--- src/rtl/main_sequence_controller.sv ---
// Multi-cycle MIPS main control FSM: walks the shared datapath through
// fetch/decode/execute/memory/write-back and decodes datapath controls from the state.
module main_sequence_controller #(
    parameter int STATE_W = 4
) (
    input  logic               clk,
    input  logic               rst_n,
    input  logic [5:0]         Opcode,
    input  logic [5:0]         Funct,
    input  logic               Zero,
    input  logic               Mem_Ready,
    output logic               PC_Write,
    output logic               IorD,
    output logic               Mem_Read,
    output logic               Mem_Write,
    output logic               IR_Write,
    output logic [1:0]         Reg_Dst,
    output logic [1:0]         Mem_to_Reg,
    output logic               Reg_Write,
    output logic               ALU_Src_A,
    output logic [1:0]         ALU_Src_B,
    output logic               Ext_Sel,
    output logic [1:0]         PC_Source,
    output logic [2:0]         ALU_OP,
    output logic               Illegal_Op,
    output logic [STATE_W-1:0] State
);

    typedef enum logic [STATE_W-1:0] {
        S_RESET, S_FETCH, S_DECODE, S_MEM_ADDR, S_MEM_READ, S_MEM_WB,
        S_MEM_WRITE, S_R_EXEC, S_R_WB, S_I_EXEC, S_I_WB, S_BRANCH,
        S_JUMP, S_JAL, S_JR, S_ILLEGAL
    } state_t;

    localparam logic [5:0] OP_RTYPE = 6'b000000;
    localparam logic [5:0] OP_LW    = 6'b100011;
    localparam logic [5:0] OP_SW    = 6'b101011;
    localparam logic [5:0] OP_BEQ   = 6'b000100;
    localparam logic [5:0] OP_BNE   = 6'b000101;
    localparam logic [5:0] OP_J     = 6'b000010;
    localparam logic [5:0] OP_JAL   = 6'b000011;
    localparam logic [5:0] OP_ADDI  = 6'b001000;
    localparam logic [5:0] OP_ADDIU = 6'b001001;
    localparam logic [5:0] OP_SLTI  = 6'b001010;
    localparam logic [5:0] OP_ANDI  = 6'b001100;
    localparam logic [5:0] OP_ORI   = 6'b001101;
    localparam logic [5:0] OP_XORI  = 6'b001110;
    localparam logic [5:0] FN_JR    = 6'b001000;
    localparam logic [5:0] FN_JALR  = 6'b001001;

    state_t     r_state;
    logic       w_is_jr;
    logic       w_is_jalr;
    logic [2:0] w_i_alu_op;
    logic       w_i_ext;

    assign w_is_jalr = (Opcode == OP_RTYPE) && (Funct == FN_JALR);
    assign w_is_jr   = (Opcode == OP_RTYPE) && ((Funct == FN_JR) || (Funct == FN_JALR));
    assign State     = r_state;

    // Immediate ALU function and extension mode, shared by I_EXEC and I_WB
    always_comb begin
        w_i_alu_op = 3'b000;
        w_i_ext    = 1'b0;
        case (Opcode)
            OP_SLTI: w_i_alu_op = 3'b011;
            OP_ANDI: begin w_i_alu_op = 3'b100; w_i_ext = 1'b1; end
            OP_ORI:  begin w_i_alu_op = 3'b101; w_i_ext = 1'b1; end
            OP_XORI: begin w_i_alu_op = 3'b110; w_i_ext = 1'b1; end
            default: ;
        endcase
    end

    always_ff @(posedge clk or negedge rst_n) begin
        if (!rst_n) begin
            r_state <= S_RESET;
        end else begin
            case (r_state)
                S_RESET:     r_state <= S_FETCH;
                S_FETCH:     r_state <= Mem_Ready ? S_DECODE : S_FETCH;
                S_DECODE: begin
                    case (Opcode)
                        OP_RTYPE:        r_state <= w_is_jr ? S_JR : S_R_EXEC;
                        OP_LW, OP_SW:    r_state <= S_MEM_ADDR;
                        OP_BEQ, OP_BNE:  r_state <= S_BRANCH;
                        OP_J:            r_state <= S_JUMP;
                        OP_JAL:          r_state <= S_JAL;
                        OP_ADDI, OP_ADDIU, OP_SLTI,
                        OP_ANDI, OP_ORI, OP_XORI: r_state <= S_I_EXEC;
                        default:         r_state <= S_ILLEGAL;
                    endcase
                end
                S_MEM_ADDR:  r_state <= (Opcode == OP_LW) ? S_MEM_READ : S_MEM_WRITE;
                S_MEM_READ:  r_state <= Mem_Ready ? S_MEM_WB : S_MEM_READ;
                S_MEM_WRITE: r_state <= Mem_Ready ? S_FETCH : S_MEM_WRITE;
                S_R_EXEC:    r_state <= S_R_WB;
                S_I_EXEC:    r_state <= S_I_WB;
                S_MEM_WB, S_R_WB, S_I_WB, S_BRANCH,
                S_JUMP, S_JAL, S_JR, S_ILLEGAL: r_state <= S_FETCH;
                default:     r_state <= S_RESET;
            endcase
        end
    end

    always_comb begin
        PC_Write   = 1'b0;
        IorD       = 1'b0;
        Mem_Read   = 1'b0;
        Mem_Write  = 1'b0;
        IR_Write   = 1'b0;
        Reg_Dst    = 2'b00;
        Mem_to_Reg = 2'b00;
        Reg_Write  = 1'b0;
        ALU_Src_A  = 1'b0;
        ALU_Src_B  = 2'b00;
        Ext_Sel    = 1'b0;
        PC_Source  = 2'b00;
        ALU_OP     = 3'b000;
        Illegal_Op = 1'b0;
        case (r_state)
            S_FETCH: begin
                Mem_Read  = 1'b1;
                ALU_Src_B = 2'b01;
                IR_Write  = Mem_Ready;
                PC_Write  = Mem_Ready;
            end
            // Branch target is precomputed into ALUOut while the register file is read
            S_DECODE:    ALU_Src_B = 2'b11;
            S_MEM_ADDR: begin
                ALU_Src_A = 1'b1;
                ALU_Src_B = 2'b10;
            end
            S_MEM_READ: begin
                IorD     = 1'b1;
                Mem_Read = 1'b1;
            end
            S_MEM_WB: begin
                Mem_to_Reg = 2'b01;
                Reg_Write  = 1'b1;
            end
            S_MEM_WRITE: begin
                IorD      = 1'b1;
                Mem_Write = 1'b1;
            end
            S_R_EXEC: begin
                ALU_Src_A = 1'b1;
                ALU_OP    = 3'b010;
            end
            S_R_WB: begin
                Reg_Dst   = 2'b01;
                Reg_Write = 1'b1;
            end
            S_I_EXEC: begin
                ALU_Src_A = 1'b1;
                ALU_Src_B = 2'b10;
                ALU_OP    = w_i_alu_op;
                Ext_Sel   = w_i_ext;
            end
            S_I_WB: begin
                Reg_Write = 1'b1;
                ALU_OP    = w_i_alu_op;
                Ext_Sel   = w_i_ext;
            end
            S_BRANCH: begin
                ALU_Src_A = 1'b1;
                ALU_OP    = 3'b001;
                PC_Source = 2'b01;
                PC_Write  = ((Opcode == OP_BEQ) && Zero) || ((Opcode == OP_BNE) && !Zero);
            end
            S_JUMP: begin
                PC_Write  = 1'b1;
                PC_Source = 2'b10;
            end
            S_JAL: begin
                PC_Write   = 1'b1;
                PC_Source  = 2'b10;
                Reg_Write  = 1'b1;
                Reg_Dst    = 2'b10;
                Mem_to_Reg = 2'b10;
            end
            S_JR: begin
                PC_Write  = 1'b1;
                PC_Source = 2'b11;
                if (w_is_jalr) begin
                    Reg_Write  = 1'b1;
                    Reg_Dst    = 2'b01;
                    Mem_to_Reg = 2'b10;
                end
            end
            S_ILLEGAL:   Illegal_Op = 1'b1;
            default: ;
        endcase
    end

endmodule

--- config.mk ---
export PLATFORM = sky130hd
export DESIGN_NAME = main_sequence_controller
export DESIGN_NICKNAME = d
export VERILOG_FILES = /design/src/rtl/main_sequence_controller.sv
export SDC_FILE = /design/constraint.sdc
export NUM_CORES = 1
export LEC_CHECK = 0
export BUFFER_PORTS_ARGS = -buffer_cell sky130_fd_sc_hd__clkbuf_2
export CORE_MARGIN = 2
export CORE_UTILIZATION = 46
export CTS_BUF_LIST = sky130_fd_sc_hd__clkbuf_16
export DETAILED_ROUTE_END_ITERATION = 6
export PLACE_DENSITY = 0.83
export SLEW_MARGIN = 0
export SYNTH_ARGS = -nofsm -noshare
export SYNTH_HDL_FRONTEND = slang
export SYNTH_SLANG_ARGS = --single-unit
--- constraint.sdc ---
create_clock -name clk -period 2.2 [get_ports clk]
set_clock_uncertainty 0.05 [all_clocks]
set_input_delay 0 -clock clk [delete_from_list [all_inputs] [get_ports clk]]
set_output_delay 0 -clock clk [all_outputs]
set_load 0.02 [all_outputs]
==> results of run 1 <==
==> critical path, cell delays in order, from the launching register on <==
cell      delay (ns)
dfrtp_1         0.47
xnor2_1         0.20
nor4_1          0.27
nand2_1         0.17
o32ai_2         0.21
clkbuf_2        0.20
==> cells in the final DEF (no fill, tap or decap) <==
| cell type | synthesis | final |
|---|---|---|
| o32ai_2 | 1 | 1 |
| a41oi_1 | 1 | 1 |
| nand4_1 | 2 | 2 |
| nor2b_1 | 4 | 4 |
| inv_1 | 5 | 5 |
| clkbuf_16 | 0 | 3 |
| xnor2_1 | 2 | 2 |
| nor4_1 | 2 | 2 |
| o211ai_1 | 2 | 2 |
| dlygate4sd3_1 | 0 | 1 |
| mux2i_1 | 1 | 1 |
| o21ai_0 | 4 | 4 |
| o31ai_1 | 2 | 2 |
| a21oi_1 | 4 | 4 |
| a2bb2oi_1 | 1 | 1 |
| clkbuf_2 | 1 | 39 |
| o211ai_2 | 1 | 1 |
| a211oi_1 | 2 | 2 |
| or4b_4 | 1 | 1 |
| nor3b_1 | 2 | 2 |
| nor3_1 | 6 | 6 |
| o221ai_1 | 2 | 2 |
| o311ai_1 | 1 | 1 |
| xor2_1 | 1 | 1 |
| buf_4 | 0 | 4 |
| o22ai_1 | 3 | 3 |
| a31oi_1 | 1 | 1 |
| nand2_1 | 6 | 6 |
| dfrtp_1 | 4 | 4 |
| nand2b_1 | 6 | 6 |
| o22a_1 | 1 | 1 |
| o21ai_2 | 1 | 1 |
| and3_1 | 3 | 3 |
| a32o_1 | 1 | 1 |
| a22o_1 | 1 | 1 |
| nor2_1 | 18 | 18 |
| nand3_1 | 5 | 5 |
==> through the flow <==
stage	setup slack (ns)	instance area, um^2	cells	utilization	total power, mW
floorplan	0.648	706	108	-	0.755
global placement	0.705	900	156	0.611	0.980
detailed placement	0.637	900	156	0.611	0.994
CTS	0.397	985	160	0.669	1.29
global route	0.293	985	160	0.669	1.37
finish	0.396	985	160	0.669	1.29
==> worst paths after layout <==
| kind | endpoint | slack [ns] |
|---|---|---|
| hold reg to reg | State[2] | 0.60 |
| setup reg to reg | State[0] | 0.75 |
| max in group asynchronous | State[1] | 1.87 |
| setup / recovery | ALU_OP[1] | 0.40 |
| min in group clk | State[3] | 0.14 |
| hold / removal | State[3] | 0.10 |
==> layer usage <==
layer | vias up | track usage
met4 | 0 | 0.0303
met1 | 426 | 0.295
met3 | 2 | 0.0468
met2 | 37 | 0.403
met5 | - | 0
li1 | 469 | -
==> area by class of cell <==
class | count | area [um^2]
fillers | 146 | 487
well taps | 16 | 20.0
inverters | 5 | 18.8
multi-input cells | 88 | 536
clock buffers | 3 | 75.1
repair buffers | 44 | 235
flip-flops and latches | 4 | 100
==> power groups by stage <==
stage          Clock (mW)  Combinational (mW)  Sequential, mW
2_1_floorplan           0               0.586           0.169
3_3_place_gp            0               0.831           0.148
3_5_place_dp            0               0.843           0.150
4_1_cts             0.284               0.852           0.151
5_1_grt             0.289               0.927           0.156
6_report            0.283               0.851           0.152
==> cell families after synthesis <==
kind of cell,synth area share
and+or+nand+nor,0.397
AOI/OAI and AO/OA,0.310
buffers and inverters,0.0993
DFF,0.142
xor gates and xnor gates,0.0372
muxes,0.0142
==> results.tsv, run 1 <==
metric	value	unit
Post-Syn Area	706	um^2
share of the synthesized area in the top cell type	0.142	
Int Power	652	uW
Avg Inst Size Synth	6.53	um^2
run status	finished, final reports clean	
Synth Net Count	124	
full die area	1860	um^2
first-pass GRT wire length	3370	um
Worst Hold Slack	0.104	ns
IO Pins	40	
clock share of power	0.220	
FMAX	554	MHz
final slew viol count	0	
Final ANT Viol Nets	0	
DR iter-0 viols	19	
top sig layer	met4	
area added between synthesis and finish	39.5	%
met3 wire length	140	um
chip height	43.2	um
RR Startpoint	State[0]	
dpl hpwl	1550	um
core area	1470	um^2
worst skew pair latency	0.22	ns
combinational power share	0.662	
final hold viol count	0	
Synth area leader	dfrtp_1	
# diodes	0	
final period utilization	0.820	
crit path launch type	flop	
M1 WL	860	um
pwr dens	1310	nW/um^2
TritonCTS Sinks	4	
Resized cells post-CTS	0	
Synth Instances	108	
total grt overflow	0	
register clock-pin slew on the reported worst setup and hold paths	0.03	ns
Worst Path Arrival	1.75	ns
vias after detailed routing	934	
Synth cell types	37	
Leak	0.478	nW
gr usage total	0.230	
reg2reg path depth	5	
PortBufs	39	
CTS root buf	clkbuf_16	
DRC	0	
Tightest Pin Transition	0.418	ns
max_cap viols	0	
maximum vdd drop	610	uV
Seq/Total Area, Yosys	0.142	
max FFs per register	4	
Post-synth top flop	dfrtp_1	
met2 WL	1040	um
most numerous cell in the Yosys netlist	nor2_1	
depth of the CTS H-tree	1	
die width	43.2	um
yosys warns	0	
Seq pwr share	0.118	
largest net degree at the start of global routing	17	
# setup viols final	0	
Wirelength per Cell	12.8	um
Clock Path Buffers	2	
Yosys reg bits	4	
Worst EP required	2.15	ns
nature of the critical path endpoint	output pin	
1st-pass router iterations	4	
# nets final	162	
Vias/cell	5.84	
share of cells above drive strength 1	0.347	
Net Sw Power	634	uW
Worst Setup SP	State[1]	
largest cells by area after synthesis	dfrtp_1, nor2_1, nand2b_1	
standard-cell rows	14	
gpl congestion	0.777	
ys async rst share	1.00	
CTS tree	done	
Final Critical Period	1.80	ns
RSZ-0062 raised after global routing	false	
Initial Util	0.480	
hold_buf cts	1	
Post-CTS Setup Repair Bufs	0	
sw frac	0.493	
HP Class	primary input to async pin	
crit path max fanout	10	
initial antenna violation count	0	
CP Class	flop to output pin	
Synth top cells by count	nor2_1, buf_2, nand2_1, nand2b_1, nor3_1	
Post-synth EDFFs	0	
Slew Limit Headroom	0.719	
WL final	2050	um
vias in the first global route	791	
CTS buffer count	3	
Setup TNS	0	ns
No activity file was read; power rests on OpenSTA's default activity.
==> inputs of run 2 (changes only) <==
CORE_UTILIZATION = 43   (was 46)
PLACE_DENSITY = 0.78   (was 0.83)
clock period = 1.9 ns   (was 2.2 ns; I/O delays follow)
==> run 2 against run 1 <==
- count of clock-buffer cells in the layout unchanged
- register-to-register slack got worse by 0.31 ns
- clock power grew 14%
- highest routed layer unchanged
==> results.tsv, run 2 (synthesized netlist as in run 1, its figures left out) <==
metric	value	unit	change
Resized cells post-CTS	0		unchanged
vias in the first global route	884		was 791
crit path launch type	flop		unchanged
IO Pins	40		unchanged
die width	44.5	um	was 43.2 um
max FFs per register	4		unchanged
# nets final	162		unchanged
Wirelength per Cell	14.3	um	was 12.8 um
RSZ-0062 raised after global routing	false		unchanged
area added between synthesis and finish	39.5	%	unchanged
nature of the critical path endpoint	output pin		unchanged
# setup viols final	0		unchanged
r2r setup slk	0.44	ns	was 0.75 ns
Post-CTS Setup Repair Bufs	0		unchanged
Worst EP required	1.85	ns	was 2.15 ns
WL final	2290	um	was 2050 um
full die area	1980	um^2	was 1860 um^2
worst skew pair latency	0.22	ns	about the same
Worst Setup SP	State[0]		was State[1]
standard-cell rows	14		unchanged
Clock Path Buffers	2		unchanged
DRC	0		unchanged
Slew Limit Headroom	0.726		was 0.719
largest net degree at the start of global routing	19		was 17
run status	finished, final reports clean		unchanged
FMAX	596	MHz	
initial antenna violation count	0		unchanged
Tightest Pin Transition	0.409	ns	was 0.418 ns
RR Startpoint	State[3]		was State[0]
TritonCTS Sinks	4		unchanged
Final Critical Period	1.68	ns	
CTS root buf	clkbuf_16		unchanged
CP Class	flop to output pin		unchanged
Setup TNS	0	ns	unchanged
reg2reg path depth	5		unchanged
commonest non-fill, non-tap cell in the layout	clkbuf_2		unchanged
Multi-input gate area	536	um^2	unchanged
final hold viol count	0		unchanged
share of cells above drive strength 1	0.347		unchanged
HP Class	primary input to async pin		unchanged
1st-pass router iterations	5		was 4
FF/Latch Area	100	um^2	unchanged
Final ANT Viol Nets	0		unchanged
CTS buffer count	3		unchanged
maximum vdd drop	537	uV	was 610 uV
first-pass GRT wire length	3880	um	was 3370 um
chip height	44.5	um	was 43.2 um
CTS tree	done		unchanged
leading cell types in the layout, fill and taps excluded	clkbuf_2, nor2_1, nand2_1, nand2b_1, nor3_1		unchanged
dpl hpwl	1630	um	was 1550 um
max_cap viols	0		unchanged
vias after detailed routing	947		was 934
Worst Hold Slack	0.0970	ns	was 0.104 ns
final period utilization	0.883		
depth of the CTS H-tree	1		unchanged
gr usage total	0.255		was 0.230
core area	1520	um^2	was 1470 um^2
PortBufs	39		unchanged
Vias/cell	5.92		was 5.84
register clock-pin slew on the reported worst setup and hold paths	0.03	ns	about the same
Worst Path Arrival	1.63	ns	was 1.75 ns
Worst R2R End	State[0]		unchanged
final slew viol count	0		unchanged
# diodes	0		unchanged
crit path max fanout	18		was 10
gpl congestion	0.762		was 0.777
pwr dens	1530	nW/um^2	was 1310 nW/um^2
Leak	0.478	nW	unchanged
total grt overflow	0		unchanged
fillers	135		was 146
DR iter-0 viols	26		was 19
Initial Util	0.463		was 0.480
-- run 2: cell counts in the layout (fill, tap and decap cells not counted) --
Identical to the previous run, type by type.
-- run 2: area by class of cell --
cell class / instances / share of cell area
Sequential cell: 4 / 0.102
Clock buffer: 3 / 0.0762
Multi-Input combinational cell: 88 / 0.544
Inverter: 5 / 0.0191
Timing Repair Buffer: 44 / 0.239
Tap cell: 16 / 0.0203
-- run 2: worst max-delay path by stage --
stage	to	slack, ns
floorplan	ALU_OP[1]	0.35
global placement	Reg_Dst[0]	0.49
detailed placement	ALU_OP[1]	0.46
CTS	ALU_OP[1]	0.23
global route	Reg_Dst[0]	0.12
finish	Reg_Dst[0]	0.22
-- run 2: critical path, cell delays in order, from the launching register on --
cell and delay (ns):
dfrtp_1 0.39, buf_4 0.21, nand2b_1 0.19, nor2_1 0.12, nand4_1 0.16, o31ai_1 0.12
clkbuf_2 0.22
-- run 2: metal layers --
metal / routed length, um / vias up / share of wire / track usage
met3: 119 / 4 / 0.052 / 0.0245
met1: 998 / 442 / 0.44 / 0.324
met5: 0 / - / 0 / 0
met4: 32 / 0 / 0.014 / 0.0606
li1: - / 464 / - / -
met2: 1140 / 37 / 0.50 / 0.455
-- run 2: repair_timing --
item | CTS | global route
hold buffers | 1 | 0
hold endpoints to repair | 4 | 0
setup endpoints to repair | 0 | 0
-- run 2: power by group --
group / switching [mW] / internal (mW) / total (mW)
combinational: 0.666 / 0.366 / 1.03
clock: 0.0555 / 0.269 / 0.324
sequential: 0.0253 / 0.122 / 0.148
total: 0.747 / 0.757 / 1.50
-- run 2: stage by stage --
| stage | area [um^2] | power (mW) | utilization | setup slack (ns) | cells |
|---|---|---|---|---|---|
| 5_1_grt | 985 | 1.60 | 0.646 | 0.124 | 160 |
| 6_report | 985 | 1.50 | 0.646 | 0.223 | 160 |
| 3_3_place_gp | 900 | 1.14 | 0.590 | 0.493 | 156 |
| 3_5_place_dp | 900 | 1.16 | 0.590 | 0.465 | 156 |
| 4_1_cts | 985 | 1.50 | 0.646 | 0.228 | 160 |
| 2_1_floorplan | 706 | 0.874 | - | 0.348 | 108 |
